File: config.mk
export PLATFORM = sky130hd
export DESIGN_NAME = mem_stage_lsu_flat
export DESIGN_NICKNAME = d
export VERILOG_FILES = /design/src/rtl/mem_stage_lsu_if.sv /design/src/rtl/mem_stage_lsu.sv /design/src/flat_wrapper.sv
export SDC_FILE = /design/constraint.sdc
export NUM_CORES = 1
export LEC_CHECK = 0
export ABC_AREA = 1
export BUFFER_PORTS_ARGS = -buffer_cell sky130_fd_sc_hd__buf_2
export CORE_MARGIN = 8
export CORE_UTILIZATION = 40
export DETAILED_ROUTE_END_ITERATION = 8
export HOLD_SLACK_MARGIN = 0.03
export PLACE_DENSITY = 0.67
export SLEW_MARGIN = 15
export SYNTH_ARGS = -nofsm -noshare
export SYNTH_HDL_FRONTEND = slang
export SYNTH_SLANG_ARGS = --single-unit
export TNS_END_PERCENT = 100
File: constraint.sdc
create_clock -name clk -period 3 [get_ports clk]
set_clock_uncertainty 0.1 [all_clocks]
set_input_delay 0.15 -clock clk [delete_from_list [all_inputs] [get_ports clk]]
set_output_delay 0.15 -clock clk [all_outputs]
set_load 0.02 [all_outputs]
File: src/rtl/mem_stage_lsu_if.sv
// Data-memory request/acknowledge bus between the MEM-stage LSU (master) and data memory (slave).
interface mem_stage_lsu_if;
  logic        dmem_req;
  logic        dmem_we;
  logic [31:0] dmem_addr;
  logic [31:0] dmem_wdata;
  logic [3:0]  dmem_be;
  logic        dmem_ack;
  logic [31:0] dmem_rdata;

  modport master (
    output dmem_req, dmem_we, dmem_addr, dmem_wdata, dmem_be,
    input  dmem_ack, dmem_rdata
  );

  modport slave (
    input  dmem_req, dmem_we, dmem_addr, dmem_wdata, dmem_be,
    output dmem_ack, dmem_rdata
  );
endinterface

File: src/rtl/mem_stage_lsu.sv
// MEM-stage load/store unit: req/ack data-memory handshake, store lane formatting,
// load extraction/extension, upstream stall and registered MEM/WB outputs.
module mem_stage_lsu #(
  parameter int unsigned MAX_WAIT = 255
) (
  input  logic                   clk,
  input  logic                   reset,
  input  logic [4:0]             mem_rd,
  input  logic [31:0]            mem_alu_result,
  input  logic [31:0]            mem_store_data,
  input  logic                   mem_reg_write,
  input  logic [1:0]             mem_output_select,
  input  logic                   mem_read,
  input  logic                   mem_write,
  input  logic [1:0]             mem_size,
  input  logic                   mem_unsigned,
  output logic                   lsu_stall,
  mem_stage_lsu_if.master        bus,
  output logic [4:0]             wb_rd,
  output logic                   wb_reg_write,
  output logic [1:0]             wb_output_select,
  output logic [31:0]            wb_alu_result,
  output logic [31:0]            wb_load_data,
  output logic                   wb_fault
);

  typedef enum logic {IDLE, BUSY} state_t;

  localparam logic [7:0] LAST_WAIT = 8'(MAX_WAIT - 1);

  state_t      state_q;
  logic [7:0]  cnt_q;
  logic        req_q, we_q;
  logic [31:0] addr_q, wdata_q;
  logic [3:0]  be_q;
  logic [4:0]  rd_q;
  logic        rw_q, uns_q;
  logic [1:0]  sel_q, size_q, off_q;
  logic [31:0] alu_q;
  logic [4:0]  wb_rd_q;
  logic        wb_rw_q, wb_fault_q;
  logic [1:0]  wb_sel_q;
  logic [31:0] wb_alu_q, wb_ld_q;

  logic        access, aligned, timeout;
  logic [1:0]  off;
  logic [31:0] st_wdata;
  logic [3:0]  st_be;
  logic [7:0]  ld_byte;
  logic [15:0] ld_half;
  logic [31:0] ld_data;

  always_comb begin
    off      = mem_alu_result[1:0];
    access   = mem_read | mem_write;
    aligned  = 1'b0;
    st_wdata = mem_store_data;
    st_be    = 4'b1111;
    case (mem_size)
      2'b00: begin
        aligned  = 1'b1;
        st_wdata = {4{mem_store_data[7:0]}};
        st_be    = 4'b0001 << off;
      end
      2'b01: begin
        aligned  = ~off[0];
        st_wdata = {2{mem_store_data[15:0]}};
        st_be    = 4'b0011 << off;
      end
      default: aligned = (off == 2'b00);
    endcase
    timeout = (cnt_q == LAST_WAIT);
    // Stall never looks at rdata, keeping the memory read path off the stall net.
    if (state_q == IDLE) lsu_stall = access & aligned;
    else                 lsu_stall = ~bus.dmem_ack & ~timeout;
  end

  always_comb begin
    ld_byte = '0;
    case (off_q)
      2'd0:    ld_byte = bus.dmem_rdata[7:0];
      2'd1:    ld_byte = bus.dmem_rdata[15:8];
      2'd2:    ld_byte = bus.dmem_rdata[23:16];
      default: ld_byte = bus.dmem_rdata[31:24];
    endcase
    ld_half = off_q[1] ? bus.dmem_rdata[31:16] : bus.dmem_rdata[15:0];
    case (size_q)
      2'b00:   ld_data = {{24{~uns_q & ld_byte[7]}}, ld_byte};
      2'b01:   ld_data = {{16{~uns_q & ld_half[15]}}, ld_half};
      default: ld_data = bus.dmem_rdata;
    endcase
  end

  always_ff @(posedge clk) begin
    if (reset) begin
      state_q    <= IDLE;
      cnt_q      <= '0;
      req_q      <= 1'b0;
      we_q       <= 1'b0;
      addr_q     <= '0;
      wdata_q    <= '0;
      be_q       <= '0;
      rd_q       <= '0;
      rw_q       <= 1'b0;
      uns_q      <= 1'b0;
      sel_q      <= '0;
      size_q     <= '0;
      off_q      <= '0;
      alu_q      <= '0;
      wb_rd_q    <= '0;
      wb_rw_q    <= 1'b0;
      wb_sel_q   <= '0;
      wb_alu_q   <= '0;
      wb_ld_q    <= '0;
      wb_fault_q <= 1'b0;
    end else begin
      // Bubble by default; the branches below override when writeback carries data.
      wb_rd_q    <= '0;
      wb_rw_q    <= 1'b0;
      wb_sel_q   <= '0;
      wb_alu_q   <= '0;
      wb_ld_q    <= '0;
      wb_fault_q <= 1'b0;
      case (state_q)
        IDLE: begin
          if (!access) begin
            wb_rd_q  <= mem_rd;
            wb_rw_q  <= mem_reg_write;
            wb_sel_q <= mem_output_select;
            wb_alu_q <= mem_alu_result;
          end else if (!aligned) begin
            wb_fault_q <= 1'b1;
          end else begin
            rd_q    <= mem_rd;
            rw_q    <= mem_reg_write;
            sel_q   <= mem_output_select;
            alu_q   <= mem_alu_result;
            size_q  <= mem_size;
            uns_q   <= mem_unsigned;
            off_q   <= off;
            req_q   <= 1'b1;
            we_q    <= mem_write;
            addr_q  <= {mem_alu_result[31:2], 2'b00};
            wdata_q <= st_wdata;
            be_q    <= st_be;
            cnt_q   <= '0;
            state_q <= BUSY;
          end
        end
        BUSY: begin
          if (bus.dmem_ack) begin
            wb_rd_q  <= rd_q;
            wb_rw_q  <= rw_q & ~we_q;
            wb_sel_q <= sel_q;
            wb_alu_q <= alu_q;
            wb_ld_q  <= we_q ? '0 : ld_data;
            req_q    <= 1'b0;
            state_q  <= IDLE;
          end else if (timeout) begin
            wb_fault_q <= 1'b1;
            req_q      <= 1'b0;
            state_q    <= IDLE;
          end else begin
            cnt_q <= cnt_q + 8'd1;
          end
        end
        default: state_q <= IDLE;
      endcase
    end
  end

  assign bus.dmem_req   = req_q;
  assign bus.dmem_we    = we_q;
  assign bus.dmem_addr  = addr_q;
  assign bus.dmem_wdata = wdata_q;
  assign bus.dmem_be    = be_q;

  assign wb_rd            = wb_rd_q;
  assign wb_reg_write     = wb_rw_q;
  assign wb_output_select = wb_sel_q;
  assign wb_alu_result    = wb_alu_q;
  assign wb_load_data     = wb_ld_q;
  assign wb_fault         = wb_fault_q;

endmodule

File: src/flat_wrapper.sv
// flat-port wrapper written by rule: the top's interface ports become plain ports
module mem_stage_lsu_flat 
#(
  parameter int unsigned MAX_WAIT = 255
)
  (clk, reset, mem_rd, mem_alu_result, mem_store_data, mem_reg_write, mem_output_select, mem_read, mem_write, mem_size, mem_unsigned, lsu_stall, wb_rd, wb_reg_write, wb_output_select, wb_alu_result, wb_load_data, wb_fault, bus_dmem_req, bus_dmem_we, bus_dmem_addr, bus_dmem_wdata, bus_dmem_be, bus_dmem_ack, bus_dmem_rdata);
  mem_stage_lsu_if bus_i ();
  input  logic clk;
  input  logic reset;
  input  logic [4:0] mem_rd;
  input  logic [31:0] mem_alu_result;
  input  logic [31:0] mem_store_data;
  input  logic mem_reg_write;
  input  logic [1:0] mem_output_select;
  input  logic mem_read;
  input  logic mem_write;
  input  logic [1:0] mem_size;
  input  logic mem_unsigned;
  output logic lsu_stall;
  output logic [4:0] wb_rd;
  output logic wb_reg_write;
  output logic [1:0] wb_output_select;
  output logic [31:0] wb_alu_result;
  output logic [31:0] wb_load_data;
  output logic wb_fault;
  output wire logic [$bits(bus_i.dmem_req)-1:0] bus_dmem_req;
  output wire logic [$bits(bus_i.dmem_we)-1:0] bus_dmem_we;
  output wire logic [$bits(bus_i.dmem_addr)-1:0] bus_dmem_addr;
  output wire logic [$bits(bus_i.dmem_wdata)-1:0] bus_dmem_wdata;
  output wire logic [$bits(bus_i.dmem_be)-1:0] bus_dmem_be;
  input wire logic [$bits(bus_i.dmem_ack)-1:0] bus_dmem_ack;
  input wire logic [$bits(bus_i.dmem_rdata)-1:0] bus_dmem_rdata;
  assign bus_dmem_req = bus_i.dmem_req;
  assign bus_dmem_we = bus_i.dmem_we;
  assign bus_dmem_addr = bus_i.dmem_addr;
  assign bus_dmem_wdata = bus_i.dmem_wdata;
  assign bus_dmem_be = bus_i.dmem_be;
  assign bus_i.dmem_ack = bus_dmem_ack;
  assign bus_i.dmem_rdata = bus_dmem_rdata;
  mem_stage_lsu #(.MAX_WAIT(MAX_WAIT)) u_core (.clk(clk), .reset(reset), .mem_rd(mem_rd), .mem_alu_result(mem_alu_result), .mem_store_data(mem_store_data), .mem_reg_write(mem_reg_write), .mem_output_select(mem_output_select), .mem_read(mem_read), .mem_write(mem_write), .mem_size(mem_size), .mem_unsigned(mem_unsigned), .lsu_stall(lsu_stall), .bus(bus_i), .wb_rd(wb_rd), .wb_reg_write(wb_reg_write), .wb_output_select(wb_output_select), .wb_alu_result(wb_alu_result), .wb_load_data(wb_load_data), .wb_fault(wb_fault));
endmodule
==> summary.txt <==
STA
  • Setup violators final: 0
  • Worst Tran Pin Value: around 800 ps
  • Unrepaired setup endpoints after global routing: false
  • Slew Limit Fails: 0
  • Fmax: 0.379 GHz
  • Total negative slack: 0 ps
  • Tmin final: between 2000 and 3000 ps
  • Final period util: 88.0%
  • Slew headroom: approximately 48%
  • Final hold vios: 0

Logic synthesis
  • Number of synthesized flops with an enable pin: 0
  • Ys flop type: dfxtp_1
  • Syn Inst Count: approximately 930
  • Synth area leaders: dfxtp_1 48%, nand2_1 17%, a21oi_1 9.3%
  • Most instantiated library cell after synthesis: nand2_1
  • Yosys warns: 0
  • Async set-or-reset flop fraction in the synthesized netlist: 0%
  • Cell variety after synth: 31
  • Sequential-to-total area share from yosys stat: just under 50%
  • Share of the synthesized area in the top cell type: between 40 and 50%
  • Syn avg cell area: slightly above 7 sq um
  • Largest area contributor in the netlist: dfxtp_1
  • FF+latch count, synth: about 160
  • Synth top cells by count: 310 x nand2_1, 163 x dfxtp_1, 126 x a21oi_1
  • Mapped cell area: between 6000 and 7000 sq um

Drt
  • Drt pass-1 iters: 5
  • Wire length per cell: roughly 15 um
  • Final wirelength: 22.2 mm
  • DRC errors left: 0
  • Via/cell ratio: ~4.9
  • Via count: 7,182
  • Antenna-violating nets left: 0
  • Starting DRC count in detailed routing: roughly 460

Cells and area
  • Final core occ: 58.5%
  • Share of layout cells above drive strength 1: between 20% and 30%
  • Post-route non-filler standard cell count: roughly 1,500
  • Filler cell count: ~1,500
  • Area grow syn2layout: 43.4%
  • Diodes inserted: 0
  • Finished Cell Area: slightly below 10,000 sq um
  • Final net count: between 1,000 and 1,500

Place
  • DP Cell Count: approximately 1,300
  • Placed Area: just under 8000 sq um
  • HPWL after DPL: around 15 mm
  • Buffers on Ports: around 250
  • Placer Congestion: 0.834

CTS
  • Root Driver: clkbuf_16
  • Total CTS buffers: 17
  • CTS tree: built
  • Clock transition at path regs: 60 ps
  • CTS H-tree depth: 4
  • Post-CTS Setup Repair Bufs: 0
  • Clk buf depth: 2
  • Clk_lat worst skew: 410 ps
  • Clock sinks: 163

Pwr
  • Power Density: 583 nW/um^2
  • Max IR drop VDD: about 0.36 mV
  • P_leak: between 4 and 5 nW
  • Tot Pwr: 5.66 mW

Global route
  • GR Util All Layers: between 20% and 30%
  • First-pass GRT wire length: between 30 and 40 mm
  • Antenna violations before repair: 0
  • Largest net degree at the start of global routing: 76
  • Vias in the first global route: between 7,000 and 8,000
  • Total grt overflow: 0

Critical path
  • Crit. End Element: flop
  • Max stage delay cell, worst path: dlygate4sd3_1
  • Slack of the worst reg-to-reg path: between 500 and 600 ps
  • Crit path buf inv count: 5
  • Slowest cell delay on critical path: ~570 ps
  • Kind of critical path: input pin to flop
  • Crit path max fanout: between 60 and 70
  • CP required: approximately 3300 ps
  • CP Data Arrival Time: 2890 ps
  • Worst Setup Start Kind: input pin
  • CP cell instances: dlygate4sd3_1 > buf_2 > nand3_1 > nand3_2 > buf_6 > nand2_1 > inv_1 > nand2_1 > o21ai_0 > dlygate4sd3_1
  • CP delay by family, top: buffers and inverters

Floorplanning
  • I/O pin total: between 200 and 300
  • Die height: about 150 um
  • Die span in x: between 100 and 150 um
  • Cell Rows: 47
  • Core Region: about 17,000 sq um
  • Initial core utilization: approximately two fifths
  • Die Area: 21,300 sq um

Min path
  • Class of the worst hold path: input pin to flop

Status
  • Outcome: finished, final reports clean

Flow run
  • Max cap viols: 0
[sequential cells by signal, summed over array words and instances (netlist names)]
signal / count
u_core.alu_q: 32
u_core.bus.dmem_be: 4
u_core.bus.dmem_req: 1
u_core.bus.dmem_wdata: 32
u_core.bus.dmem_we: 1
u_core.cnt_q: 8
u_core.rd_q: 5
u_core.rw_q: 1
u_core.sel_q: 2
u_core.size_q: 2
u_core.state_q: 1
u_core.uns_q: 1
u_core.wb_alu_result: 32
u_core.wb_fault: 1
u_core.wb_load_data: 32
u_core.wb_output_select: 2
u_core.wb_rd: 5
u_core.wb_reg_write: 1
[cells in the final DEF, fill, tap and decap left out, types with 3 or more instances in the layout]
cell type      count
a31oi_1           13
dfxtp_1          163
clkbuf_1           3
nand2_1          310
buf_4              9
bufinv_16          4
a21oi_1          126
o21ai_0           38
inv_2              6
clkbuf_16         17
inv_1             48
o22ai_1            3
buf_2            252
dlygate4sd3_1    116
nor2_1            29
nand3_1           71
o211ai_1          13
[worst min-delay path: cells and delay by family]
kind | cells | cell delay (ps)
AOI/OAI and AO/OA | 2 | 170
and+or+nand+nor | 2 | 110
buffers and inverters | 1 | 80
[where the power goes]
part	internal [mW]	switching, mW
Sequential	2.28	0.0651
Combinational	0.376	0.592
Clock	1.45	0.887
Total	4.11	1.54
[final cells by class]
type	instances	area (sq um)	area share, %
timing repair buffer	379	2520	26.0
clock inverter	10	173	1.78
tap	220	275	2.84
clock buffer	22	464	4.78
sequential	163	3260	33.6
multi-input combinational	623	2810	28.9
inverter	55	206	2.13
[per-layer routing]
metal / wire length [um] / global-route usage, % / vias up
met2: 10700 / 34.5 / 281
met4: 393 / 5.51 / 0
met1: 9310 / 23.8 / 3263
li1: - / - / 3599
met5: 0 / 0 / -
met3: 1700 / 6.52 / 39
[cell families (layout without fill, tap and decap cells)]
group                    count (synthesis)  after routing  synth area share (%)
other                                    1              2                0.0554
AND/OR/NAND/NOR                        418            418                  24.9
flip-flops                             163            163                  48.2
buffers and inverters                  146            466                  10.5
XOR/XNOR                                 1              1                 0.129
AO/OA/AOI/OAI                          200            200                  15.8
adder cells (fa/ha/maj)                  2              2                 0.370
[repair_timing]
| action | CTS | global route |
|---|---|---|
| endpoints found under the hold margin | 148 | 0 |
| setup endpoints to repair | 0 | 2 |
| hold buffers | 116 | 0 |
| gates resized for setup | 0 | 1 |
[per-stage QoR]
stage	hold WS (ps)	setup slack, ps
detailed placement	306	582
finish	45.4	359
CTS	44.5	179
global placement	308	634
global route	101	81.6
floorplan	188	1540
[final timing paths]
check / from / endpoint / cells after the start
max reg2reg: u_core.state_q$_SDFF_PP0_ / u_core.bus.dmem_wdata[16]$_SDFFE_PP0P_ / 8
min reg2reg: u_core.bus.dmem_wdata[0]$_SDFFE_PP0P_ / u_core.bus.dmem_wdata[0]$_SDFFE_PP0P_ / 2
max: mem_alu_result[0] / u_core.bus.dmem_wdata[16]$_SDFFE_PP0P_ / 10
min: mem_store_data[28] / u_core.bus.dmem_wdata[28]$_SDFFE_PP0P_ / 5
(Power assumes the default switching activity.)
